`config.mk`:
```
export PLATFORM = sky130hd
export DESIGN_NAME = sparvec_pack
export DESIGN_NICKNAME = d
export VERILOG_FILES = /design/src/rtl/sdith_sparvec_pkg.sv /design/src/rtl/sparvec_lane_pick.sv /design/src/rtl/sparvec_pack.sv
export SDC_FILE = /design/constraint.sdc
export NUM_CORES = 1
export LEC_CHECK = 0
export ABC_CLOCK_PERIOD_IN_PS = 6500
export BUFFER_PORTS_ARGS = -buffer_cell sky130_fd_sc_hd__buf_2
export CAP_MARGIN = 10
export CORE_ASPECT_RATIO = 1.2
export CORE_MARGIN = 5
export CORE_UTILIZATION = 58
export DETAILED_ROUTE_END_ITERATION = 10
export PLACE_DENSITY = 0.85
export SLEW_MARGIN = 20
export SYNTH_ARGS = -nofsm -noshare
export SYNTH_HDL_FRONTEND = slang
export SYNTH_HIERARCHICAL = 1
export SYNTH_SLANG_ARGS = --single-unit
```
`constraint.sdc`:
```
create_clock -name i_clk -period 6.5 [get_ports i_clk]
set_input_delay 0.975 -clock i_clk [delete_from_list [all_inputs] [get_ports i_clk]]
set_output_delay 0.975 -clock i_clk [all_outputs]
set_load 0.05 [all_outputs]
```
`src/rtl/sdith_sparvec_pkg.sv`:
```
// Shared definitions for the SDitH sparse-vector datapath (packer and multiplier):
// parameter-set lookups, field widths and the packer state encoding.
package sdith_sparvec_pkg;

  typedef enum logic [2:0] {
    ST_IDLE  = 3'd0,
    ST_FETCH = 3'd1,
    ST_WAIT  = 3'd2,
    ST_SCAN  = 3'd3,
    ST_PAD   = 3'd4,
    ST_DONE  = 3'd5
  } sparvec_state_t;

  // Dense vector length in bytes for a named parameter set; unknown names give the tiny set.
  function automatic int set_vec_size_bytes(input string ps);
    if (ps == "L1") return 126;
    if (ps == "L2") return 193;
    if (ps == "L3") return 278;
    return 8;
  endfunction

  // Sparse entry capacity for a named parameter set.
  function automatic int set_vec_weight(input string ps);
    if (ps == "L1") return 79;
    if (ps == "L2") return 120;
    if (ps == "L3") return 150;
    return 3;
  endfunction

  // Address width that never collapses to zero bits (a single-word memory still needs a port).
  function automatic int clog2_min1(input int n);
    return (n > 1) ? $clog2(n) : 1;
  endfunction

  // Location field width for a vector of the given byte length.
  function automatic int loc_width(input int vec_size_bytes);
    return clog2_min1(vec_size_bytes);
  endfunction

  // Width of one {loc, value} sparse entry.
  function automatic int entry_width(input int loc_w);
    return loc_w + 8;
  endfunction

endpackage

```
`src/rtl/sparvec_lane_pick.sv`:
```
// Lowest-index priority encoder over the per-lane nonzero mask.
module sparvec_lane_pick
  import sdith_sparvec_pkg::*;
#(
  parameter int N_LANES = 8,
  localparam int LANE_W = clog2_min1(N_LANES)
) (
  input  logic [N_LANES-1:0] mask,
  output logic [LANE_W-1:0]  lane,
  output logic               any_set
);

  // Walk from the top lane down so the lowest set lane is the last one to win.
  always_comb begin
    lane = '0;
    for (int i = N_LANES - 1; i >= 0; i--) begin
      if (mask[i]) lane = LANE_W'(i);
    end
  end

  assign any_set = |mask;

endmodule

```
`src/rtl/sparvec_pack.sv`:
```
// Dense GF(256) vector to sparse {loc, value} list packer, zero-padded to VEC_WEIGHT entries.
module sparvec_pack
  import sdith_sparvec_pkg::*;
#(
  parameter string PARAMETER_SET  = "L3",
  parameter int    VEC_SIZE_BYTES = set_vec_size_bytes(PARAMETER_SET),
  parameter int    VEC_WEIGHT     = set_vec_weight(PARAMETER_SET),
  parameter int    N_GF           = 8,
  parameter int    PROC_SIZE      = N_GF * 8,
  parameter int    N_WORDS        = (VEC_SIZE_BYTES + N_GF - 1) / N_GF,
  parameter int    LOC_W          = loc_width(VEC_SIZE_BYTES),
  localparam int   DADDR_W        = clog2_min1(N_WORDS),
  localparam int   SADDR_W        = $clog2(VEC_WEIGHT) + 1,
  localparam int   ENTRY_W        = entry_width(LOC_W),
  localparam int   LANE_W         = clog2_min1(N_GF)
) (
  input  logic                 i_clk,
  input  logic                 i_rst,
  input  logic                 i_start,
  output logic                 o_dense_rd,
  output logic [DADDR_W-1:0]   o_dense_addr,
  input  logic [PROC_SIZE-1:0] i_dense,
  output logic                 o_sp_wen,
  output logic [SADDR_W-1:0]   o_sp_addr,
  output logic [ENTRY_W-1:0]   o_sp_data,
  output logic [SADDR_W-1:0]   o_weight,
  output logic                 o_overflow,
  output logic                 o_busy,
  output logic                 o_done
);

  sparvec_state_t     state_reg, state_next;
  logic [DADDR_W-1:0] word_cnt_reg, word_cnt_next;
  logic [SADDR_W-1:0] weight_reg, weight_next;
  logic [SADDR_W-1:0] nnz_reg, nnz_next;
  logic               overflow_reg, overflow_next;
  logic [PROC_SIZE-1:0] word_reg, word_next;
  logic [N_GF-1:0]    mask_reg, mask_next;
  logic               dense_rd_reg;
  logic [DADDR_W-1:0] dense_addr_reg;

  logic [N_GF-1:0]    raw_mask;
  logic [7:0]         word_byte [N_GF];
  logic [LANE_W-1:0]  pick_lane;
  logic               pick_any;
  logic               sp_wen;
  logic [ENTRY_W-1:0] sp_data;
  logic               weight_full;

  // Lane gi sits in the top byte for gi=0; lanes past the end of the vector never count.
  generate
    for (genvar gi = 0; gi < N_GF; gi++) begin : g_lane
      assign word_byte[gi] = word_reg[PROC_SIZE-1-8*gi -: 8];
      assign raw_mask[gi]  = (i_dense[PROC_SIZE-1-8*gi -: 8] != 8'h00) &&
                             ((int'(word_cnt_reg) * N_GF + gi) < VEC_SIZE_BYTES);
    end
  endgenerate

  sparvec_lane_pick #(.N_LANES(N_GF)) u_pick (
    .mask    (mask_reg),
    .lane    (pick_lane),
    .any_set (pick_any)
  );

  assign weight_full = (weight_reg == SADDR_W'(VEC_WEIGHT));

  // Next-state and entry-emission logic; all outputs derive from registered state only.
  always_comb begin
    state_next    = state_reg;
    word_cnt_next = word_cnt_reg;
    weight_next   = weight_reg;
    nnz_next      = nnz_reg;
    overflow_next = overflow_reg;
    word_next     = word_reg;
    mask_next     = mask_reg;
    sp_wen        = 1'b0;
    sp_data       = '0;
    case (state_reg)
      ST_IDLE: begin
        if (i_start) begin
          weight_next   = '0;
          nnz_next      = '0;
          overflow_next = 1'b0;
          word_cnt_next = '0;
          state_next    = ST_FETCH;
        end
      end
      ST_FETCH: state_next = ST_WAIT;
      ST_WAIT: begin
        word_next  = i_dense;
        mask_next  = raw_mask;
        state_next = ST_SCAN;
      end
      ST_SCAN: begin
        if (pick_any) begin
          if (weight_full) begin
            // No room for this nonzero: flag it and abandon the rest of the vector.
            overflow_next = 1'b1;
            nnz_next      = weight_reg;
            state_next    = ST_DONE;
          end else begin
            sp_wen      = 1'b1;
            sp_data     = {LOC_W'(int'(word_cnt_reg) * N_GF + int'(pick_lane)), word_byte[pick_lane]};
            mask_next   = mask_reg & ~(N_GF'(1) << pick_lane);
            weight_next = weight_reg + SADDR_W'(1);
          end
        end else if (word_cnt_reg < DADDR_W'(N_WORDS - 1)) begin
          word_cnt_next = word_cnt_reg + DADDR_W'(1);
          state_next    = ST_FETCH;
        end else begin
          nnz_next   = weight_reg;
          state_next = weight_full ? ST_DONE : ST_PAD;
        end
      end
      ST_PAD: begin
        sp_wen      = 1'b1;
        weight_next = weight_reg + SADDR_W'(1);
        if (weight_reg == SADDR_W'(VEC_WEIGHT - 1)) begin
          // Padding finished: report the nonzero count rather than the entry count.
          weight_next = nnz_reg;
          state_next  = ST_DONE;
        end
      end
      ST_DONE: state_next = ST_IDLE;
      default: state_next = ST_IDLE;
    endcase
  end

  // State and datapath registers; the dense read strobe is registered from the next state.
  always_ff @(posedge i_clk) begin
    if (i_rst) begin
      state_reg      <= ST_IDLE;
      word_cnt_reg   <= '0;
      weight_reg     <= '0;
      nnz_reg        <= '0;
      overflow_reg   <= 1'b0;
      word_reg       <= '0;
      mask_reg       <= '0;
      dense_rd_reg   <= 1'b0;
      dense_addr_reg <= '0;
    end else begin
      state_reg      <= state_next;
      word_cnt_reg   <= word_cnt_next;
      weight_reg     <= weight_next;
      nnz_reg        <= nnz_next;
      overflow_reg   <= overflow_next;
      word_reg       <= word_next;
      mask_reg       <= mask_next;
      dense_rd_reg   <= (state_next == ST_FETCH);
      dense_addr_reg <= word_cnt_next;
    end
  end

  assign o_dense_rd   = dense_rd_reg;
  assign o_dense_addr = dense_addr_reg;
  assign o_sp_wen     = sp_wen;
  assign o_sp_addr    = weight_reg;
  assign o_sp_data    = sp_data;
  assign o_weight     = weight_reg;
  assign o_overflow   = overflow_reg;
  assign o_busy       = (state_reg != ST_IDLE);
  assign o_done       = (state_reg == ST_DONE);

endmodule

```
==> results.py, run 1 <==
metrics = {
    "outcome": {
        "status": "completed",
    },
    "critical_path": {
        "required_ns": 5.52,
        "crit_buf_inv": 2,
        "reg2reg_depth": 7,
        "arrival_ns": 2.78,
        "cp_common_cell": "a21oi_1",
        "ff2ff_setup_slack_ns": 3.61,
        "cp_slowest_cell": "o41ai_4",
        "r2r-end": "o_sp_addr[4]",
        "cp_max_fo": 14,
        "crit_family": "compound AO/OA/AOI/OAI gates",
        "crit_path_max_incr_delay_ns": 0.59,
        "end_kind": "primary output",
        "crit_chain": "a21oi_1, o41ai_4, buf_4, mux4_2, nand2_1, a21oi_1, buf_2",
        "cp-endpoint": "o_sp_data[3]",
        "path_depth": 7,
        "path_class": "flip-flop to primary output",
        "timing.rr.start": "mask_reg[4]",
        "startpoint": "mask_reg[7]",
        "start_kind": "flip-flop",
    },
    "synthesis": {
        "synth_common_cells": "nand2_1 (178), dfxtp_1 (101), a21oi_1 (97), clkbuf_1 (26), nor2_1 (25)",
        "postSynthCellCount": 629,
        "ys_ff_latch": 101,
        "async_reset_ff_frac": 0,
        "synthFlopType": "dfxtp_1",
        "syn_area_per_cell_um2": 7.95,
        "yosysSeqAreaShare": 0.404,
        "netlist.area_leader.share": 0.404,
        "synth_area_leaders": "dfxtp_1 (40%), nand2_1 (13%), a21oi_1 (9.7%)",
        "synthesis.nets": 700,
        "synth_edf_count": 0,
        "synth_area_leader_cell": "dfxtp_1",
        "synth_area_mm2": 0.00500,
        "yosys_warnings": 6,
        "synth_most_common_cell": "nand2_1",
        "synth_cell_type_count": 57,
    },
    "global_routing": {
        "grt_pass1_wl_um": 21000,
        "grt_pass1_vias": 4452,
        "overflow": 0,
        "grt_max_degree": 97,
        "antenna_found_initial": 0,
        "grtUsageTotal": 0.247,
    },
    "clock_network": {
        "clock_latency_ns": 0.36,
        "clk_pin_slew_ns": 0.09,
        "clockBufferDepth": 2,
        "cts_made_buffers": 9,
        "cts_setup_buffers": 0,
        "cts_sinks": 101,
        "postCtsResizedCells": 0,
        "tritoncts": "done",
        "holdBufCountCts": 0,
        "cts_max_level": 3,
        "cts-root-buf": "clkbuf_8",
    },
    "power_and_ir_drop": {
        "p_int_mw": 0.948,
        "pwr-share-seq": 0.492,
        "p_leak_nw": 2.19,
        "comb_power_share": 0.226,
        "powerDensity_mw_per_mm2": 245,
        "peakVddDrop_v": 0.000157,
        "netSwitchingPower_mw": 0.446,
        "switching_share": 0.320,
        "clkPwrFrac": 0.283,
    },
    "final_layout": {
        "fin_util": 0.667,
        "nFillCells": 745,
        "largest_reg_flops": 64,
        "diodes": 0,
        "nets": 772,
        "drive_above_1_share": 0.228,
        "area_growth_pct": 13.7,
        "postLayoutCellArea_mm2": 0.00569,
    },
    "detailed_routing": {
        "routed_wl_um": 13100,
        "drt-initial-drc-count": 371,
        "vias": 4816,
        "via_per_inst": 5.85,
        "routedWlPerCell_um": 15.9,
        "drt_pass1_iterations": 5,
        "drc": 0,
        "detail-route-antenna-nets": 0,
    },
    "sta": {
        "hold_ws_ns": 0.461,
        "setup_viol": 0,
        "rsz0062_at_grt": "false",
        "hold_violations": 0,
        "finClkSkew_ns": 0.00857,
        "period_minus_slack_ns": 3.75,
        "min_period_over_period": 0.577,
        "worst_slack_ns": 2.75,
        "max-slew-margin-rel": 0.354,
        "fmax_mhz": 266,
        "tightest_slew_ns": 0.969,
        "setup_tns_ns": 0,
        "slew_viol_final": 0,
    },
    "die": {
        "die_h_um": 112,
        "die-area_mm2": 0.0106,
        "rows": 37,
        "ios": 113,
        "core_mm2": 0.00852,
        "initial_core_util": 0.587,
        "die_width_um": 94.8,
    },
    "run": {
        "drv_cap": 0,
    },
    "placed_design": {
        "port_buffers": 112,
        "dp_slack_ns": 2.90,
        "place_area_mm2": 0.00547,
        "dpl.hpwl_um": 9500,
        "gp_congestion": 0.887,
    },
    "worst_hold_path": {
        "hp-class": "flip-flop to flip-flop",
    },
}
[worst min-delay path, cell delays in order (launching register included)]
cell and delay (ns):
dfxtp_1 0.32, nand2_1 0.05, a21oi_1 0.05
[cell type report]
type	instances	area [um^2]	share of cell area
clock inverter	5	61.3	0.0108
tap	117	146	0.0257
sequential	101	2020	0.356
clock buffer	11	131	0.0231
inverter	12	45.0	0.00792
timing repair buffer	116	591	0.104
multi-input combinational	461	2690	0.473
[metrics by stage]
| stage | power [mW] | instances |
|---|---|---|
| finish | 1.39 | 823 |
| global route | 1.46 | 823 |
| detailed placement | 1.00 | 807 |
| floorplan | 0.928 | 629 |
| global placement | 0.992 | 807 |
| CTS | 1.39 | 823 |
[how the worst min path moves through the flow]
| stage | startpoint | to | depth (start not counted) |
|---|---|---|---|
| final | word_byte[32] | word_byte[32] | 2 |
| after CTS | word_byte[28] | word_byte[28] | 2 |
| after global routing | word_byte[32] | word_byte[32] | 2 |
| after floorplan | word_byte[10] | word_byte[10] | 2 |
| after global placement | word_byte[14] | word_byte[14] | 2 |
| after detailed placement | word_byte[28] | word_byte[28] | 2 |
[cell usage in the layout (no fill, tap or decap), types with 3 or more instances in the layout]
cell type	synthesis	layout
buf_4	10	4
dfxtp_1	101	101
nand2_1	178	178
and2_1	8	8
xor2_1	3	3
nor2_1	25	25
clkinvlp_4	0	3
ha_1	4	4
o21ai_0	21	21
nand2b_1	5	5
nor4_1	20	20
a221oi_1	5	5
a21o_1	3	3
and3b_1	3	3
inv_1	12	12
a31oi_1	7	7
a21oi_1	97	97
buf_2	11	112
nand3_1	15	15
clkbuf_8	0	9
mux4_2	16	16
nand4_1	4	4
a22oi_1	3	3
a211oi_1	3	3
[routing by layer]
layer | up-vias | wire [um] | GRT usage
met3 | 30 | 806 | 0.0412
met2 | 192 | 6920 | 0.429
met5 | - | 0 | 0
met4 | 0 | 386 | 0.0972
met1 | 2260 | 4990 | 0.300
li1 | 2334 | - | -
[logic make-up after synthesis]
group,synth area share
flops,0.404
simple gates,0.250
buf+inv,0.0650
fa+ha+maj,0.0100
compound gates,0.189
xor+xnor,0.00701
mux,0.0741
[power by group through the flow]
stage,registers [mW],clock network (mW),logic (mW)
2_1_floorplan,0.693,0,0.235
3_3_place_gp,0.697,0,0.295
3_5_place_dp,0.699,0,0.306
4_1_cts,0.684,0.398,0.307
5_1_grt,0.689,0.423,0.345
6_report,0.686,0.394,0.315
Power figures use the tool's default switching activity.
==> inputs of run 2 (changes only) <==
--- a/config.mk
+++ b/config.mk
@@ -5,14 +5,14 @@
 export SDC_FILE = /design/constraint.sdc
 export NUM_CORES = 1
 export LEC_CHECK = 0
-export ABC_CLOCK_PERIOD_IN_PS = 6500
+export ABC_CLOCK_PERIOD_IN_PS = 3550
 export BUFFER_PORTS_ARGS = -buffer_cell sky130_fd_sc_hd__buf_2
 export CAP_MARGIN = 10
 export CORE_ASPECT_RATIO = 1.2
 export CORE_MARGIN = 5
-export CORE_UTILIZATION = 58
+export CORE_UTILIZATION = 54
 export DETAILED_ROUTE_END_ITERATION = 10
-export PLACE_DENSITY = 0.85
+export PLACE_DENSITY = 0.8
 export SLEW_MARGIN = 20
 export SYNTH_ARGS = -nofsm -noshare
 export SYNTH_HDL_FRONTEND = slang
==> constraint.sdc (replaced) <==
create_clock -name i_clk -period 3.55 [get_ports i_clk]
set_input_delay 0.5325 -clock i_clk [delete_from_list [all_inputs] [get_ports i_clk]]
set_output_delay 0.5325 -clock i_clk [all_outputs]
set_load 0.05 [all_outputs]
==> run 2 against run 1 <==
Effect of this change: hold slack worse by 0.065 ns; count of clock-buffer cells in the layout decreased by 2; total power rose by 80%; largest power group unchanged; first-iteration DRC count fell by 16%; clock power grew 73%; sequential share of layout area increased by 0.078 points; non-clock buffer count grew 2; final cell count is 0.49% higher.
==> results.py, run 2 (synthesis gave the netlist of run 1 again) <==
metrics = {
    "sta": {
        "setup_viol": 0,
        "max-slew-margin-rel": 0.490,
        "tightest_slew_ns": 0.762,
        "finClkSkew_ns": 0.00958,
        "setup_tns_ns": 0,
        "period_minus_slack_ns": 3.15,
        "rsz0062_at_grt": "false",
        "fmax_mhz": 317,
        "slew_viol_final": 0,
        "hold_violations": 0,
        "min_period_over_period": 0.887,
    },
    "detailed_routing": {
        "detail-route-antenna-nets": 0,
        "routed_wl_um": 13100,
        "vias": 4843,
        "drc": 0,
        "routedWlPerCell_um": 15.9,
        "via_per_inst": 5.86,
        "drt-initial-drc-count": 312,
        "drt_pass1_iterations": 6,
    },
    "placed_design": {
        "port_buffers": 112,
        "dpl.hpwl_um": 9630,
        "gp_congestion": 0.852,
    },
    "die": {
        "core_mm2": 0.00903,
        "ios": 113,
        "die_h_um": 115,
        "die_width_um": 97.9,
        "initial_core_util": 0.554,
        "rows": 38,
        "die-area_mm2": 0.0113,
    },
    "critical_path": {
        "arrival_ns": 2.62,
        "start_kind": "flip-flop",
        "crit_chain": "nor2_1, o21ai_0, a21boi_2, buf_4, mux4_2, nand2_1, a21oi_1, buf_2",
        "crit_buf_inv": 2,
        "path_class": "flip-flop to primary output",
        "cp_slowest_cell": "mux4_2",
        "required_ns": 3.02,
        "crit_family": "buffers and inverters",
        "crit_path_max_incr_delay_ns": 0.54,
        "cp_max_fo": 18,
        "end_kind": "primary output",
    },
    "final_layout": {
        "area_growth_pct": 13.4,
        "fin_util": 0.628,
        "final_common_cell": "nand2_1",
        "layout_common_cells": "nand2_1 (178), buf_2 (112), dfxtp_1 (101), a21oi_1 (97), nor2_1 (25)",
        "nets": 774,
        "drive_above_1_share": 0.232,
        "nFillCells": 796,
        "diodes": 0,
        "largest_reg_flops": 64,
    },
    "power_and_ir_drop": {
        "powerDensity_mw_per_mm2": 443,
        "power.total_mw": 2.51,
        "peakVddDrop_v": 0.000252,
        "p_leak_nw": 2.20,
    },
    "clock_network": {
        "clockBufferDepth": 2,
        "tritoncts": "done",
        "cts-root-buf": "clkbuf_8",
        "cts_setup_buffers": 0,
        "cts_sinks": 101,
        "clock_latency_ns": 0.37,
        "cts_made_buffers": 9,
        "postCtsResizedCells": 0,
        "holdBufCountCts": 0,
        "clk_pin_slew_ns": 0.11,
        "cts_max_level": 3,
    },
    "global_routing": {
        "overflow": 0,
        "grt_pass1_vias": 4529,
        "antenna_found_initial": 0,
        "grt_pass1_wl_um": 21400,
        "grtUsageTotal": 0.231,
        "grt_max_degree": 67,
    },
    "worst_hold_path": {
        "hp-class": "input pin to flip-flop",
    },
    "outcome": {
        "status": "completed",
    },
    "run": {
        "drv_cap": 0,
    },
}
[run 2: changes by cell type in the layout (fill, tap and decap cells not counted), sizes merged]
cell,previous run,this run
buf,116,118
bufinv,1,0
clkinv,1,2
clkinvlp,3,1
inv,12,15
clkbuf,11,9
[run 2: cell type report]
| type | count | area [um^2] | share of cell area |
|---|---|---|---|
| timing repair buffer | 118 | 606 | 0.107 |
| multi-input combinational | 461 | 2670 | 0.471 |
| sequential | 101 | 2020 | 0.356 |
| clock buffer | 9 | 124 | 0.0218 |
| clock inverter | 6 | 56.3 | 0.00993 |
| inverter | 12 | 45.0 | 0.00794 |
| tap | 120 | 150 | 0.0265 |
[run 2: worst paths after layout]
kind         cells past startpoint          start  slack (ns)             to
min                              3    i_dense[22]        0.40  word_byte[22]
min reg2reg                      2  word_byte[12]        0.46  word_byte[12]
max                              8    mask_reg[4]        0.40   o_sp_data[2]
max reg2reg                      7    mask_reg[4]        0.84   o_sp_addr[4]
[run 2: power breakdown]
part	leakage (nW)	total (mW)	switching (mW)	internal, mW
clock network	0.0897	0.683	0.418	0.266
logic	1.29	0.576	0.368	0.208
registers	0.821	1.25	0.0540	1.20
[run 2: metal layers]
metal / routed length (um) / vias up / global-route usage / share of wire
li1: - / 2342 / - / -
met1: 5080 / 2260 / 0.290 / 0.39
met2: 6780 / 218 / 0.401 / 0.52
met3: 963 / 23 / 0.0373 / 0.073
met4: 306 / 0 / 0.0868 / 0.023
met5: 0 / - / 0 / 0
[run 2: through the flow]
step / setup slack, ns / cells / cell area, um^2 / hold slack (ns)
floorplan: 0.231 / 629 / 5000 / 0.433
global route: 0.262 / 827 / 5670 / 0.377
finish: 0.400 / 827 / 5670 / 0.396
detailed placement: 0.833 / 812 / 5490 / 0.447
global placement: 0.888 / 812 / 5490 / 0.441
CTS: 0.408 / 827 / 5670 / 0.387
[run 2: worst register-to-register path, stage by stage (launching register included)]
cell and delay [ns]:
dfxtp_1 0.37, nor4_2 0.31, nand3_1 0.22, inv_1 0.19, a311o_1 0.51, and2_1 0.61, a221oi_1 0.10, nor4_1 0.29
==> inputs of run 3 (changes only) <==
--- a/config.mk
+++ b/config.mk
@@ -16,5 +16,4 @@
 export SLEW_MARGIN = 20
 export SYNTH_ARGS = -nofsm -noshare
 export SYNTH_HDL_FRONTEND = slang
-export SYNTH_HIERARCHICAL = 1
 export SYNTH_SLANG_ARGS = --single-unit
==> run 3 against run 2 <==
Effect of this change: worst setup slack got worse by 0.19 ns; synthesized area decreased by 0.88%; count of clock-buffer cells in the layout increased by 1.
==> results.py, run 3 <==
metrics = {
    "outcome": {
        "status": "completed",
    },
    "sta": {
        "min_period_over_period": 0.940,
        "max-slew-margin-rel": 0.362,
        "period_minus_slack_ns": 3.34,
        "rsz0062_at_grt": "false",
        "hold_violations": 0,
        "setup_tns_ns": 0,
        "setup_viol": 0,
        "tightest_slew_ns": 0.953,
        "slew_viol_final": 0,
        "worst_slack_ns": 0.212,
        "finClkSkew_ns": 0.0123,
        "fmax_mhz": 300,
    },
    "global_routing": {
        "overflow": 0,
        "busiest_layer": "met2",
        "grt_pass1_vias": 4769,
        "grtUsageMet1": 0.293,
        "antenna_found_initial": 0,
        "grtUsageTotal": 0.246,
        "met3_usage": 0.0382,
        "grt_pass1_wl_um": 22800,
        "use_met2": 0.437,
        "grt_max_degree": 53,
    },
    "detailed_routing": {
        "routedWlPerCell_um": 16.4,
        "drc": 0,
        "vias": 5087,
        "detail-route-antenna-nets": 0,
        "via_per_inst": 5.86,
        "drt_pass1_iterations": 6,
        "drt-initial-drc-count": 340,
        "routed_wl_um": 14200,
    },
    "placed_design": {
        "place_area_mm2": 0.00552,
        "gp_congestion": 0.888,
        "dpl.hpwl_um": 10400,
        "dp_slack_ns": 0.606,
        "port_buffers": 112,
    },
    "power_and_ir_drop": {
        "peakVddDrop_v": 0.000293,
        "clkPwrFrac": 0.320,
        "p_leak_nw": 2.31,
        "netSwitchingPower_mw": 0.932,
        "pwr-share-seq": 0.447,
        "p_int_mw": 1.91,
        "comb_power_share": 0.233,
        "powerDensity_mw_per_mm2": 492,
        "switching_share": 0.328,
    },
    "worst_hold_path": {
        "hp-class": "input pin to flip-flop",
        "worstHoldStart": "i_dense[28]",
    },
    "clock_network": {
        "clk_pin_slew_ns": 0.10,
        "tritoncts": "done",
        "cts_sinks": 101,
        "clock_latency_ns": 0.37,
        "cts_setup_buffers": 0,
        "holdBufCountCts": 0,
        "clockBufferDepth": 2,
        "cts-root-buf": "clkbuf_8",
        "cts_max_level": 3,
        "cts_made_buffers": 9,
    },
    "critical_path": {
        "crit_path_max_incr_delay_ns": 0.65,
        "startpoint": "state_reg[1]",
        "required_ns": 3.02,
        "cp_slowest_cell": "and3b_1",
        "path_class": "flip-flop to primary output",
        "crit_buf_inv": 1,
        "cp_max_fo": 18,
        "arrival_ns": 2.81,
        "end_kind": "primary output",
        "timing.rr.start": "o_sp_addr[4]",
        "crit_chain": "and3b_1, nand3_1, a211oi_1, o21ai_0, nand2_1, buf_2",
        "crit_family": "simple AND/OR/NAND/NOR gates",
        "start_kind": "flip-flop",
    },
    "die": {
        "die_h_um": 115,
        "ios": 113,
        "die_width_um": 97.5,
        "initial_core_util": 0.549,
        "rows": 38,
        "die-area_mm2": 0.0112,
        "core_mm2": 0.00903,
    },
    "synthesis": {
        "synthesis.nets": 731,
        "netlist.area_leader.share": 0.408,
        "synth_edf_count": 0,
        "postSynthCellCount": 660,
        "synth_area_leader_cell": "dfxtp_1",
        "syn_area_per_cell_um2": 7.51,
        "yosysSeqAreaShare": 0.408,
        "synth_cell_type_count": 55,
        "synth_common_cells": "nand2_1 (170), dfxtp_1 (101), a21oi_1 (95), nor2_1 (46), clkbuf_1 (33)",
        "ys_ff_latch": 101,
        "synth_area_leaders": "dfxtp_1 (41%), nand2_1 (13%), a21oi_1 (9.6%)",
        "yosys_warnings": 0,
        "synth_most_common_cell": "nand2_1",
        "async_reset_ff_frac": 0,
        "synthFlopType": "dfxtp_1",
        "synth_area_mm2": 0.00496,
    },
    "final_layout": {
        "nFillCells": 820,
        "postLayoutCellArea_mm2": 0.00578,
        "final_common_cell": "nand2_1",
        "largest_reg_flops": 64,
        "nets": 814,
        "area_growth_pct": 16.6,
        "diodes": 0,
        "drive_above_1_share": 0.209,
        "layout_common_cells": "nand2_1 (169), buf_2 (112), dfxtp_1 (100), a21oi_1 (95), nor2_1 (46)",
    },
    "run": {
        "drv_cap": 0,
    },
}
-- run 3: changes by cell type after synthesis, sizes merged, moves of 6 or more --
| cell | previous run | this run |
|---|---|---|
| nand2 | 178 | 171 |
| a211oi | 3 | 23 |
| clkbuf | 26 | 33 |
| mux4 | 16 | 0 |
| buf | 29 | 15 |
| mux2i | 1 | 17 |
| nor3 | 3 | 11 |
| nor2 | 25 | 47 |
| a31oi | 8 | 2 |
-- run 3: routing by layer --
| layer | part of all wire | wire length [um] | vias to the layer above |
|---|---|---|---|
| met5 | 0 | 0 | - |
| met4 | 0.036 | 506 | 0 |
| met3 | 0.058 | 831 | 37 |
| met2 | 0.50 | 7110 | 196 |
| met1 | 0.41 | 5800 | 2375 |
| li1 | - | - | 2479 |
-- run 3: path summary, 6_finish.rpt --
kind | endpoint | slack (ns) | depth (start not counted)
min reg2reg | nnz_reg[7] | 0.45 | 2
max | o_sp_data[5] | 0.21 | 6
max reg2reg | o_sp_addr[2] | 1.10 | 6
min | word_byte[28] | 0.40 | 3
-- run 3: cell families after synthesis --
kind of cell | synth area share
compound gates | 0.218
xor+xnor | 0.00177
fa+ha+maj | 0.0101
buf+inv | 0.0515
flops | 0.408
mux | 0.0343
simple gates | 0.276
-- run 3: layout make-up --
| class | count | area [um^2] | share of cell area |
|---|---|---|---|
| Clock buffer | 10 | 138 | 0.0238 |
| Timing Repair Buffer | 120 | 621 | 0.107 |
| Clock inverter | 6 | 118 | 0.0204 |
| Multi-Input combinational cell | 502 | 2700 | 0.466 |
| Inverter | 9 | 33.8 | 0.00585 |
| Sequential cell | 101 | 2020 | 0.350 |
| Tap cell | 120 | 150 | 0.0260 |
-- run 3: per-stage QoR --
stage          instances   util  hold slack [ns]  total power [mW]
6_report             868  0.640            0.399              2.85
4_1_cts              868  0.639            0.393              2.84
3_3_place_gp         852  0.611            0.433              1.94
5_1_grt              868  0.640            0.396              2.97
3_5_place_dp         852  0.611            0.440              1.95
2_1_floorplan        660      -            0.427              1.76
-- run 3: timing repair --
action	CTS	global route
hold endpoints to repair	0	0
resized for setup	0	1
setup endpoints to repair	0	1
-- run 3: power by group through the flow --
stage | Combinational, mW | Sequential [mW] | Clock [mW]
2_1_floorplan | 0.459 | 1.30 | 0
3_3_place_gp | 0.645 | 1.29 | 0
3_5_place_dp | 0.653 | 1.30 | 0
4_1_cts | 0.657 | 1.27 | 0.912
5_1_grt | 0.725 | 1.28 | 0.962
6_report | 0.663 | 1.27 | 0.909
-- run 3: worst reg2reg max path: cells and delay by family, from the launching register on --
kind	cells	cell delay (ns)
AOI/OAI and AO/OA	3	1.08
DFF	1	0.52
and+or+nand+nor	3	0.75
